<file path="src/rtl/regfile_wb_arbiter.sv">
// regfile_wb_arbiter: round-robin arbitration of four writeback requesters onto two
// register file write ports, with same-register conflict deferral and registered outputs.
module regfile_wb_arbiter #(
    parameter int NREQ = 4,
    parameter int CNTW = 16
) (
    input  logic              clk,
    input  logic              reset_n,
    input  logic [NREQ-1:0]   req_valid,
    input  logic [5*NREQ-1:0] req_reg,
    input  logic [32*NREQ-1:0] req_data,
    output logic [NREQ-1:0]   req_ready,
    output logic              wen0,
    output logic [4:0]        wreg0,
    output logic [31:0]       wdata0,
    output logic              wen1,
    output logic [4:0]        wreg1,
    output logic [31:0]       wdata1,
    output logic [CNTW-1:0]   conflict_cnt
);
    logic [4:0]  regs  [NREQ];
    logic [31:0] datas [NREQ];
    logic [1:0]  rr_ptr, idx, a_idx, b_idx;
    logic        a_found, b_found, defer, wa, wb;
    logic [NREQ-1:0] grant;

    for (genvar i = 0; i < NREQ; i++) begin : g_unpack
        assign regs[i]  = req_reg[5*i +: 5];
        assign datas[i] = req_data[32*i +: 32];
    end

    // Slot B skips requesters that collide with slot A's non-zero register; those are deferred.
    always_comb begin
        a_found = 1'b0;
        b_found = 1'b0;
        a_idx   = rr_ptr;
        b_idx   = rr_ptr;
        defer   = 1'b0;
        idx     = rr_ptr;
        for (int k = 0; k < NREQ; k++) begin
            idx = rr_ptr + 2'(k);
            if (req_valid[idx]) begin
                if (!a_found) begin
                    a_found = 1'b1;
                    a_idx   = idx;
                end else if (!b_found) begin
                    if (regs[idx] == regs[a_idx] && regs[a_idx] != 5'd0) defer = 1'b1;
                    else begin
                        b_found = 1'b1;
                        b_idx   = idx;
                    end
                end
            end
        end
        grant = '0;
        if (a_found) grant[a_idx] = 1'b1;
        if (b_found) grant[b_idx] = 1'b1;
        req_ready = reset_n ? grant : '0;
        wa = a_found && regs[a_idx] != 5'd0;
        wb = b_found && regs[b_idx] != 5'd0;
    end

    always_ff @(posedge clk) begin
        if (!reset_n) begin
            wen0         <= 1'b0;
            wreg0        <= '0;
            wdata0       <= '0;
            wen1         <= 1'b0;
            wreg1        <= '0;
            wdata1       <= '0;
            rr_ptr       <= '0;
            conflict_cnt <= '0;
        end else begin
            wen0 <= wa;
            wen1 <= wb;
            if (wa) begin
                wreg0  <= regs[a_idx];
                wdata0 <= datas[a_idx];
            end
            if (wb) begin
                wreg1  <= regs[b_idx];
                wdata1 <= datas[b_idx];
            end
            rr_ptr <= b_found ? b_idx + 2'd1 : a_found ? a_idx + 2'd1 : rr_ptr;
            if (defer && ~&conflict_cnt) conflict_cnt <= conflict_cnt + CNTW'(1);
        end
    end
endmodule

</file>
<file path="config.mk">
export PLATFORM = sky130hd
export DESIGN_NAME = regfile_wb_arbiter
export DESIGN_NICKNAME = d
export VERILOG_FILES = /design/src/rtl/regfile_wb_arbiter.sv
export SDC_FILE = /design/constraint.sdc
export NUM_CORES = 1
export LEC_CHECK = 0
export ABC_AREA = 1
export CORE_ASPECT_RATIO = 1.2
export CORE_UTILIZATION = 42
export CTS_CLUSTER_SIZE = 12
export DETAILED_ROUTE_END_ITERATION = 6
export HOLD_SLACK_MARGIN = 0.15
export PLACE_DENSITY = 0.78
export RECOVER_POWER = 50
export SLEW_MARGIN = 20
export SYNTH_ARGS = -nofsm -noshare
export SYNTH_HDL_FRONTEND = slang
export SYNTH_SLANG_ARGS = --single-unit
</file>
<file path="constraint.sdc">
create_clock -name clk -period 3.4 [get_ports clk]
set_input_delay 0.34 -clock clk [delete_from_list [all_inputs] [get_ports clk]]
set_output_delay 0.34 -clock clk [all_outputs]
set_load 0.02 [all_outputs]
</file>
======== Word level (Yosys, flattened, before mapping) ========
Cells that the tools add are included.
Widths: inputs -> output; s select.
word-level totals
  flip-flop bits (word level) ............. 94
operators by class
  add/subtract/negate cells ............... 6
  $lt $le $gt $ge ......................... 16
  equality and inequality tests ........... 3
  muxes and demuxes ....................... 90
  bitwise gates (word level) .............. 9
  reductions and logical operators ........ 16
operator list
  cell                   count
  $bmux 32 s2            2
  $mux 32                4
  $bmux 5 s2             8
  $mux 5                 16
  $mux 2                 19
  $mux 1                 32
  $reduce_bool 5->1      5
  $ge 3x3->1 const B     8
  $not 2->3              8
  $lt 2x3->1 const B     6
  $add 16x1->16 const B  1
  $reduce_and 16->1      1
  $eq 5x5->1             3
  $mux 4                 3
  $bmux 1 s2             4
  $logic_and 1x1->1      8
  $add 2x1->2 const B    3
  $add 2x2->2 const B    2
  $demux 1 s2            2
  $ge 2x1->1 const B     2
  $or 4x4->4             1
  $reduce_bool 2->1      1
  $logic_not 1->1        1

======== Depth between registers and ports, before layout ========
  depth after elaboration ................. 26
  mapped depth ............................ 35
  depth with buffers taken out ............ 32

======== Worst setup path before layout ========
OpenSTA, ideal clock, no wires.
  kind .................................... flip-flop to output port
  start point ............................. register rr_ptr[1]
  end point ............................... output port req_ready[3]
  arrival time ............................ 3.088 ns
  data required time ...................... 3.060 ns
  slack ................................... -0.028 ns
  stages on the path, launching flop included .. 28
  cell sequence ........................... dfxtp_1 inv_2 nand2_1 nand2_2 nand2_2 nand2_4 nand3_2 buf_4 nand3_1 nand3_1 nand2_1 nand2_1 nand2_1 nand2_1 nor2_1 nand2_1 nand2_1 nand2_1 nand2_2 nand2_4 nand2_1 nand2_2 nand2_2 buf_6 buf_2 buf_2 nand3_1 a21oi_1
on the way
  word-level cells in the longest chain between the ends .. 26
RTL lines
  what                                                                  RTL line  text
  start, declared                                                       23        logic [1:0] rr_ptr, idx, a_idx, b_idx;
  start signal, assigned                                                84        rr_ptr <= b_found ? b_idx + 2'd1 : a_found ? a_idx + 2'd1 : rr_ptr;
  parallel branches: the longest is 24 deep, another holds $add 2x1->2  n/a
  $mux 4 (*)                                                            57        if (b_found) grant[b_idx] = 1'b1;
  $mux 4 (*)                                                            58        req_ready = reset_n ? grant : '0;
  end, declared                                                         12        output logic [NREQ-1:0] req_ready,
Every way passes the cells marked *. The select of a mux whose other input is x is not followed.

======== Final worst setup path ========
  start point ............................. register rr_ptr[0]
  end point ............................... output port req_ready[0]
The elaborated chain is that of the path after synthesis.

==> metrics <==
layout cells sized above 1 roughly a quarter; routed length on met3 2340 microns; CTS max path bufs 2; Register-to-Register Path Depth 32; Top Layer Used met4; Post-DP HPWL about 22000 microns; area delta synth->final 66.9%; vias in the first global route between 9000 and 10000; initial antenna violation count 0; die height between 100 and 150 microns; Synthesis Warnings 0; Worst path slowest cell dfxtp_4; Total Wirelength between 30000 and 40000 microns; Root Driver clkbuf_16; sequential area share after synthesis 25.6%; Yosys reg bits 94; placed insts 1756; status finished, violations left; hold path start wreg0[1]; GRT Total Usage 33.9%; Final setup viols 42; unrepaired setup endpoints after global routing true; FF-to-FF Start rr_ptr[0]; Setup crit end kind output port; Routed Antenna Nets 0; DR WL/cell approximately 18 microns; HP Class flop to flop; area leader, netlist dfxtp_1; total number of vias about 10000; minimum clock period about 3700 ps; Max Clock Freq about 270 MHz; WHS Path Cells 2; top cell type's share of synthesized area between 20% and 30%; vias per inst 5.57; Worst Tran Pin Value 837 ps; final worst-path cycle share 109%; ant diodes 0; Yosys cell types 43; Post-synth top flop dfxtp_1; # nets final ~1700; clock-pin slew on the worst setup and hold paths around 80 ps; die footprint roughly 18000 sq um; row count 52; Synth area leaders dfxtp_1, nand2_1, o21ai_0, nor2_1, nand3_1; GPL Wtd Cong roughly 0.99; Critical Path Start Type flop; Post-Syn Nets around 1400; io pins 250; most common cell after layout, fill and taps aside nand2_1; hold buffers post-CTS 0; TritonCTS buffer count 9; final setup margin -294 ps; # H-tree levels 3; async set-reset flop share out of synthesis 0%; largest net degree at the start of global routing just over 80; grt total ovfl 0; most frequent cells in the layout nand2_1, clkdlybuf4s50_1, buf_4, o21ai_0, nor2_1; pre-CTS setup slack -715 ps; CTS tree done; DIE WIDTH between 100 and 150 microns; drt drc 2; cells after synthesis approximately 1200; Starting Density between 40% and 50%; Slew Limit Fails 0; clock sinks 94; failing checks design-rule violations, negative setup slack; Clock Latency Late Sink between 300 and 400 ps; Post-synth EDFFs 0; Most Frequent Cell on Critical Path nand2_1; Clock Skews 9.16 ps; first-pass GRT wire length ~48000 microns; M1 wire length roughly 12000 microns; Crit path required time 3060 ps; Worst Setup SP rr_ptr[0]; first-pass detailed-route iteration total 7; MaxCap Viol Count 0; Worst Setup EP req_ready[0]; Syn Std Cell Area roughly 7400 sq um; critical setup path kind flop to output port; Worst R2R End wdata1[13]; CP Max Fanout 8; port bufs 249; internal reg-to-reg setup slack -280 ps; Core Footprint around 17000 sq um; final hold violation count 0; non-filler cells, final 1804; DRT iter0 DRCs between 700 and 800; syn avg cell area between 6 and 7 sq um; CP peak stage delay ~430 ps; Slew Limit Headroom between 40 and 50%; Routed met2 length roughly 16000 microns; CP Data Arrival Time 3350 ps
[stage by stage]
step                TNS [ps]  hold slack (ps)  instance area [sq um]  utilization (%)
CTS                    -7970              472                  11600             68.6
global placement      -39740              451                  10900             64.4
detailed placement    -48720              454                  10900             64.4
finish                 -9580              465                  12300             72.3
global route          -22550              496                  12300             72.3
floorplan                  0              537                   7360                -
[worst min path at each step]
stage          endpoint  slack (ps)
6_report       wreg0[1]         460
3_3_place_gp   wreg0[0]         450
2_1_floorplan  wreg1[1]         540
3_5_place_dp   wreg1[1]         450
5_1_grt        wreg0[2]         500
4_1_cts        wreg0[1]         470
[sequential cells by signal (all words and copies together), names as in the netlist]
signal	count
wen1	1
rr_ptr	2
wreg0	5
wen0	1
conflict_cnt	16
wdata0	32
wreg1	5
wdata1	32
[layout make-up]
cell class	count	area (sq um)
Clock inverter	7	66.3
Multi-Input combinational cell	964	5290
Tap cell	216	270
Timing Repair Buffer	429	4210
Clock buffer	9	225
Fill cell	1408	4700
Sequential cell	94	1890
Inverter	85	344
[layer usage]
| layer | vias up | global-route usage (%) |
|---|---|---|
| met5 | - | 0 |
| met4 | 0 | 18.5 |
| met3 | 109 | 7.07 |
| met2 | 485 | 59.7 |
| met1 | 4646 | 37.4 |
| li1 | 4815 | - |
[cells in the mapped netlist (2+ instances only)]
library cell  number
a21oi_1           23
a22oi_1           36
a31oi_1           35
buf_1              4
buf_2             21
buf_4              7
buf_6              8
clkbuf_1          40
dfxtp_1           94
inv_1             73
inv_2             11
nand2_1          336
nand2_2           15
nand2_4            4
nand3_1           66
nand3_2            6
nand3b_1          34
nand4_1            8
nor2_1           142
nor2_2            35
nor3_1             8
nor3b_1            2
nor4_1             2
o211ai_1           2
o21a_1             2
o21ai_0          139
o21ai_1           15
o221ai_1           5
o22ai_1           32
or2_2              2
xor2_1             5
[cell families after synthesis]
group           after synthesis  synth area share (%)
compound gates              298                  23.7
xor+xnor                      5                 0.595
flops                        94                  25.6
buf+inv                     166                  10.2
fa+ha+maj                     1                 0.170
simple gates                660                  39.8
[critical path, delay by kind of cell (launching register included)]
kind | cells | cell delay (ps)
and+or+nand+nor | 17 | 1400
buffers and inverters | 7 | 930
DFF | 1 | 430
AOI/OAI and AO/OA | 2 | 230
[timing repair]
action                     CTS  global route
pin swaps                   29            31
setup buffers               14            11
setup endpoints to repair   93            96
cloned                       1             7
resized for setup          102           103
Power is not shown: default switching activity piles up to over one toggle a cycle in this logic, so the estimate is an artifact.
==> variant 1: new RTL, same flow settings <==
Make the reset (`reset_n`) asynchronous in one clocked block.
--- a/src/rtl/regfile_wb_arbiter.sv
+++ b/src/rtl/regfile_wb_arbiter.sv
@@ -61,5 +61,5 @@
     end
 
-    always_ff @(posedge clk) begin
+    always_ff @(posedge clk or negedge reset_n) begin
         if (!reset_n) begin
             wen0         <= 1'b0;
Behaviour: differs if reset_n is asserted again (counterexample within 4 cycles, from zero or initial values and one cycle with reset_n low); with reset_n held inactive, the same outputs for 4 cycles.
==> variant 1 against the unedited design <==
The flow finishes with violations (capacitance limit, slew limit, setup timing); routed wire length rose by 25%; maximum frequency is 12% lower; final area increased by 19%; sequential cell count stayed put; worst setup slack lost 0.51 ns; core utilization increased by 11 points; non-clock buffer count rose by 56; die area up 2.6%; first-iteration DRC count is 29% higher; area after synthesis rose by 2.7%; critical path type is now register to register; highest routed layer unchanged.
Power is not shown: default switching activity piles up to over one toggle a cycle in this logic, so the estimate is an artifact.
==> variant 1: results (changes against the unedited design) <==
* Failing checks: capacitance limit, slew limit, setup timing (was DRC, setup timing)
* Synthesized net count at 1312 (was 1379)
* Top cells by count, synth: nand2_1 (388), nor2_1 (108), dfrtp_1 (94) (was nand2_1 (336), nor2_1 (142), o21ai_0 (139))
* DR pass1 iterations at 6 (was 7)
* FF-to-FF path depth at 29 (was 32)
* CP arrival at 4.46 ns (was 3.35 ns)
* Crit Path Max Fanout at 24 (was 8)
* R2R Path Start: rr_ptr[0] (unchanged)
* DR vias at 10850 (was 10060)
* Synth top area cells: dfrtp_1 (31%), nand2_1 (19%), nand3_1 (6.1%) (was dfxtp_1 (26%), nand2_1 (17%), o21ai_0 (9.5%))
* Setup violators final at 97 (was 42)
* Gr usage total at 38.58% (was 33.92%)
* Compound-Gate Fraction of Synth Area at 18.37% (was 23.72%)
* Post-DP HPWL at 22.31 mm (was 22.13 mm)
* First-pass GRT wire length at 56.16 mm (was 47.96 mm)
* Routed Wire Length at 40.49 mm (was 32.36 mm)
* Primary FF master, synth: dfrtp_1 (was dfxtp_1)
* Hold Path End: wdata1[25] (was wreg0[1])
* Nets at 1741 (was 1738)
* Unique masters post-synth at 44 (was 43)
* Largest stage delay, worst path at 0.54 ns (was 0.43 ns)
* DRT iter0 DRCs at 985 (was 765)
* Hold_sp: wdata1[25] (was wreg0[1])
* Final setup margin at -0.7997 ns (was -0.2942 ns)
* Dpl ws at -0.8743 ns (was -0.7145 ns)
* Fraction of layout cells with a size suffix above 1 at 37.08% (was 23.87%)
* Max Cap Viol at 2 (was 0)
* Min-Delay Path Class: register to register (unchanged)
* Root Buffer: clkbuf_16 (unchanged)
* RR Endpoint: wdata1[3] (was wdata1[13])
* Layout Skew at 0.01811 ns (was 0.009156 ns)
* Status: complete, but fails checks (unchanged)
* CP Class: register to register (was register to primary output)
* Asr flop ratio synth at 100.0% (was 0%)
* Normalized max-slew margin at -33.08% (was 44.17%)
* Xor/xnor cell area share of the yosys netlist at 2.319% (was 0.5951%)
* Final count of pins violating max slew at 96 (was 0)
* Placed inst area at 11180 um2 (was 10940 um2)
* Slowest cell on the critical path: a21oi_1 (was dfxtp_4)
* Routability-driven placement congestion ratio at 1.005 (was 0.9871)
* Clock latency on the worst-skew pair at 0.37 ns (was 0.35 ns)
* Share of the yosys chip area belonging to registers at 31.14% (was 25.57%)
* Starting density of the core at 42.98% (was 43.33%)
[variant 1: cell types whose count changed after synthesis, sizes merged, moves of 27 or more]
cell and change:
a31oi -35, nand2 +67, dfxtp -94, nor2 -61, o22ai -31, nand3 +27, a21oi +27, o21ai -91
a41oi +32, nand3b -27, dfrtp +94
[variant 1: worst max path at each step]
stage / endpoint / cells past startpoint
finish: wdata1[3] / 29
global route: wdata1[3] / 29
floorplan: req_ready[3] / 25
detailed placement: wdata1[11] / 31
global placement: wdata1[23] / 31
CTS: req_ready[1] / 27
[variant 1: what timing repair did]
item | CTS | global route
endpoints found under the setup margin | 86 | 98
pin swaps | 50 | 103
hold buffers | 2 | 0
resized for setup | 285 | 228
buffers inserted | 46 | 33
endpoints found under the hold margin | 36 | 0
cloned | 17 | 5
[variant 1: final cells by class]
cell class / count / area (um2)
timing repair buffer: 485 / 5029
tap: 220 / 275.3
clock inverter: 5 / 58.81
multi-input combinational: 893 / 6222
clock buffer: 11 / 232.7
inverter: 102 / 435.4
fill: 1019 / 2935
timing repair inverter: 1 / 30.03
sequential: 94 / 2355
[variant 1: logic make-up after synthesis]
group	Yosys count
fa+ha+maj	1
xor+xnor	20
flops	94
simple gates	658
buf+inv	171
compound gates	213
[variant 1: stage by stage]
stage               TNS [ns]  instances  hold slack (ns)
finish                -43.12       1811           0.4893
CTS                   -20.21       1783           0.4778
detailed placement    -51.91       1702           0.3395
global placement      -46.71       1702           0.3392
global route          -57.44       1811           0.5119
floorplan                  0       1157          0.04441
[variant 1: metal layers]
layer	wire (um)	global-route usage, %	vias to the layer above	part of all wire [%]
met5	0	0	-	0
li1	-	-	4696	-
met4	3297	22.59	0	8.1
met3	3873	9.254	274	9.6
met1	14330	43.58	5081	35
met2	18990	66.38	801	47
[variant 1: worst max-delay path, delay by kind of cell, from the launching register on]
family | cells | cell delay (ns)
flops | 1 | 0.49
compound gates | 1 | 0.54
buf+inv | 7 | 1.12
simple gates | 21 | 1.94
==> variant 2: new RTL, same flow settings <==
Made on the original files. Set the parameter `NREQ` to 2 (it was 4).
--- a/src/rtl/regfile_wb_arbiter.sv
+++ b/src/rtl/regfile_wb_arbiter.sv
@@ -2,5 +2,5 @@
 // register file write ports, with same-register conflict deferral and registered outputs.
 module regfile_wb_arbiter #(
-    parameter int NREQ = 4,
+    parameter int NREQ = 2,
     parameter int CNTW = 16
 ) (
Ports: changed (resized req_data, req_ready, req_reg and req_valid); port bits go from 250 to 172. The function was not compared with the original's and may differ.
==> variant 2 against the unedited design <==
Area after synthesis shrank 34%; routed wire length shrank 56%; count of clock-buffer cells in the layout grew 4; via count shrank 49%; worst setup slack gained 0.79 ns; sequential cell count is the same; final area shrank 44%; critical path type is now input port to primary output; critical endpoint unchanged.
Power is left out: it rests on default switching activity, and per cell area and clock period it moved more than threefold.
==> variant 2: results (changes against the unedited design) <==
* Num CTS Buffers at 9 (unchanged)
* Setup TNS at 0 ns (was -9.580 ns)
* Mean Syn Cell Area at 6.594 um2 (was 6.012 um2)
* H-tree levels at 3 (unchanged)
* Crit Path Max Fanout at 6 (was 8)
* Vias per std cell at 4.882 (was 5.574)
* Synth top area cells: dfxtp_1 (39%), nand2_1 (18%), o21ai_0 (5.4%) (was dfxtp_1 (26%), nand2_1 (17%), o21ai_0 (9.5%))
* Initial antenna violation count at 0 (unchanged)
* Normalized max-slew margin at 56.44% (was 44.17%)
* RR Endpoint: wdata0[13] (was wdata1[13])
* Routability-driven placement congestion ratio at 0.8566 (was 0.9871)
* Crit path capture: req_ready[0] (unchanged)
* Post-CTS Resized at 0 (was 102)
* Ant. Diodes at 0 (unchanged)
* Hold Path Depth at 2 (unchanged)
* Min-Delay Path Class: register to register (unchanged)
* Yosys Warn Count at 0 (unchanged)
* Nets at 966 (was 1738)
* Hold Path End: conflict_cnt[8] (was wreg0[1])
* R2R Path Start: rr_ptr[0] (unchanged)
* First-pass GRT wire length at 23.27 mm (was 47.96 mm)
* DR pass1 iterations at 6 (was 7)
* R2R Setup Slk at 0.95 ns (was -0.28 ns)
* Vias in the first global route at 4696 (was 9696)
* Post-DP HPWL at 9.949 mm (was 22.13 mm)
* Unique masters post-synth at 33 (was 43)
* Placed inst area at 6631 um2 (was 10940 um2)
* Asr flop ratio synth at 0% (unchanged)
* Primary FF master, synth: dfxtp_1 (unchanged)
* DRT iter0 DRCs at 252 (was 765)
* Post-synth EDFFs at 0 (unchanged)
* Worst-path clk slew at 0.06 ns (was 0.08 ns)
* Largest stage delay, worst path at 0.67 ns (was 0.43 ns)
* Share of the yosys chip area belonging to registers at 38.77% (was 25.57%)
* Gr usage total at 24.75% (was 33.92%)
* FF-to-FF path depth at 11 (was 32)
* Delay-heaviest family, CP: buffers and inverters (was simple AND/OR/NAND/NOR gates)
* Setup crit start: req_reg[5] (was rr_ptr[0])
* Hold_sp: conflict_cnt[8] (was wreg0[1])
* Top cells by count, synth: nand2_1 (239), dfxtp_1 (94), inv_1 (68) (was nand2_1 (336), nor2_1 (142), o21ai_0 (139))
* Clock latency on the worst-skew pair at 0.34 ns
* Clk buf depth at 2 (unchanged)
* Layout Skew at 0.006743 ns (was 0.009156 ns)
* Root Buffer: clkbuf_16 (unchanged)
* Top Registers: wdata0 x32, wdata1 x32, conflict_cnt x16 (unchanged)
* Port-buffer cells at 171 (was 249)
* Synthesized net count at 815 (was 1379)
* Slowest cell on the critical path: clkdlybuf4s50_1 (was dfxtp_4)
* Fraction of layout cells with a size suffix above 1 at 8.857% (was 23.87%)
* Largest net degree at the start of global routing at 65 (was 82)
* Status: completed (was complete, but fails checks)
* Post-CTS Setup Bufs at 0 (was 14)
* WL per Instance at 13.69 um (was 17.94 um)
-- variant 2: cell types whose count changed after synthesis, sizes merged, moves of 21 or more --
cell / delta
nand2: -104
o21ai: -104
nor2: -84
a22oi: -36
nand3b: -33
o22ai: -32
buf: -29
nand3: -21
-- variant 2: stage by stage --
step	util (%)	setup slack, ns	hold WS (ns)	instances
2_1_floorplan	-	1.505	0.4791	736
3_3_place_gp	59.52	0.6295	0.4556	1030
3_5_place_dp	59.52	0.6140	0.4598	1030
4_1_cts	62.24	0.6281	0.4705	1046
5_1_grt	62.11	0.2952	0.4888	1046
6_report	62.11	0.4984	0.4639	1046
-- variant 2: cells by family (layout without fill, tap and decap cells) --
kind of cell | Yosys count | after routing | synth area share [%]
DFF | 94 | 94 | 38.77
AOI/OAI and AO/OA | 109 | 109 | 12.68
adders and majority gates | 1 | 1 | 0.2578
and+or+nand+nor | 414 | 414 | 37.66
buffers and inverters | 115 | 271 | 10.08
xor gates and xnor gates | 3 | 3 | 0.5415
-- variant 2: per-layer routing --
| layer | vias to the layer above | track usage [%] | part of all wire [%] |
|---|---|---|---|
| li1 | 2641 | - | - |
| met1 | 2284 | 29.44 | 41 |
| met2 | 162 | 42.29 | 49 |
| met3 | 20 | 7.338 | 7.9 |
| met4 | 0 | 8.062 | 1.9 |
| met5 | - | 0 | 0 |
-- variant 2: worst min-delay path, stage by stage (launching register included) --
cell and delay (ns):
dfxtp_1 0.32, inv_1 0.05, a21oi_1 0.05
-- variant 2: cell type report --
cell class              instances  area (um2)
fillers                      1065        4222
multi-input cells             527        2467
flip-flops and latches         94        1882
repair buffers                181        1794
inverters                      74       280.3
clock buffers                  13       260.3
well taps                     154       192.7
clock inverters                 3       42.54
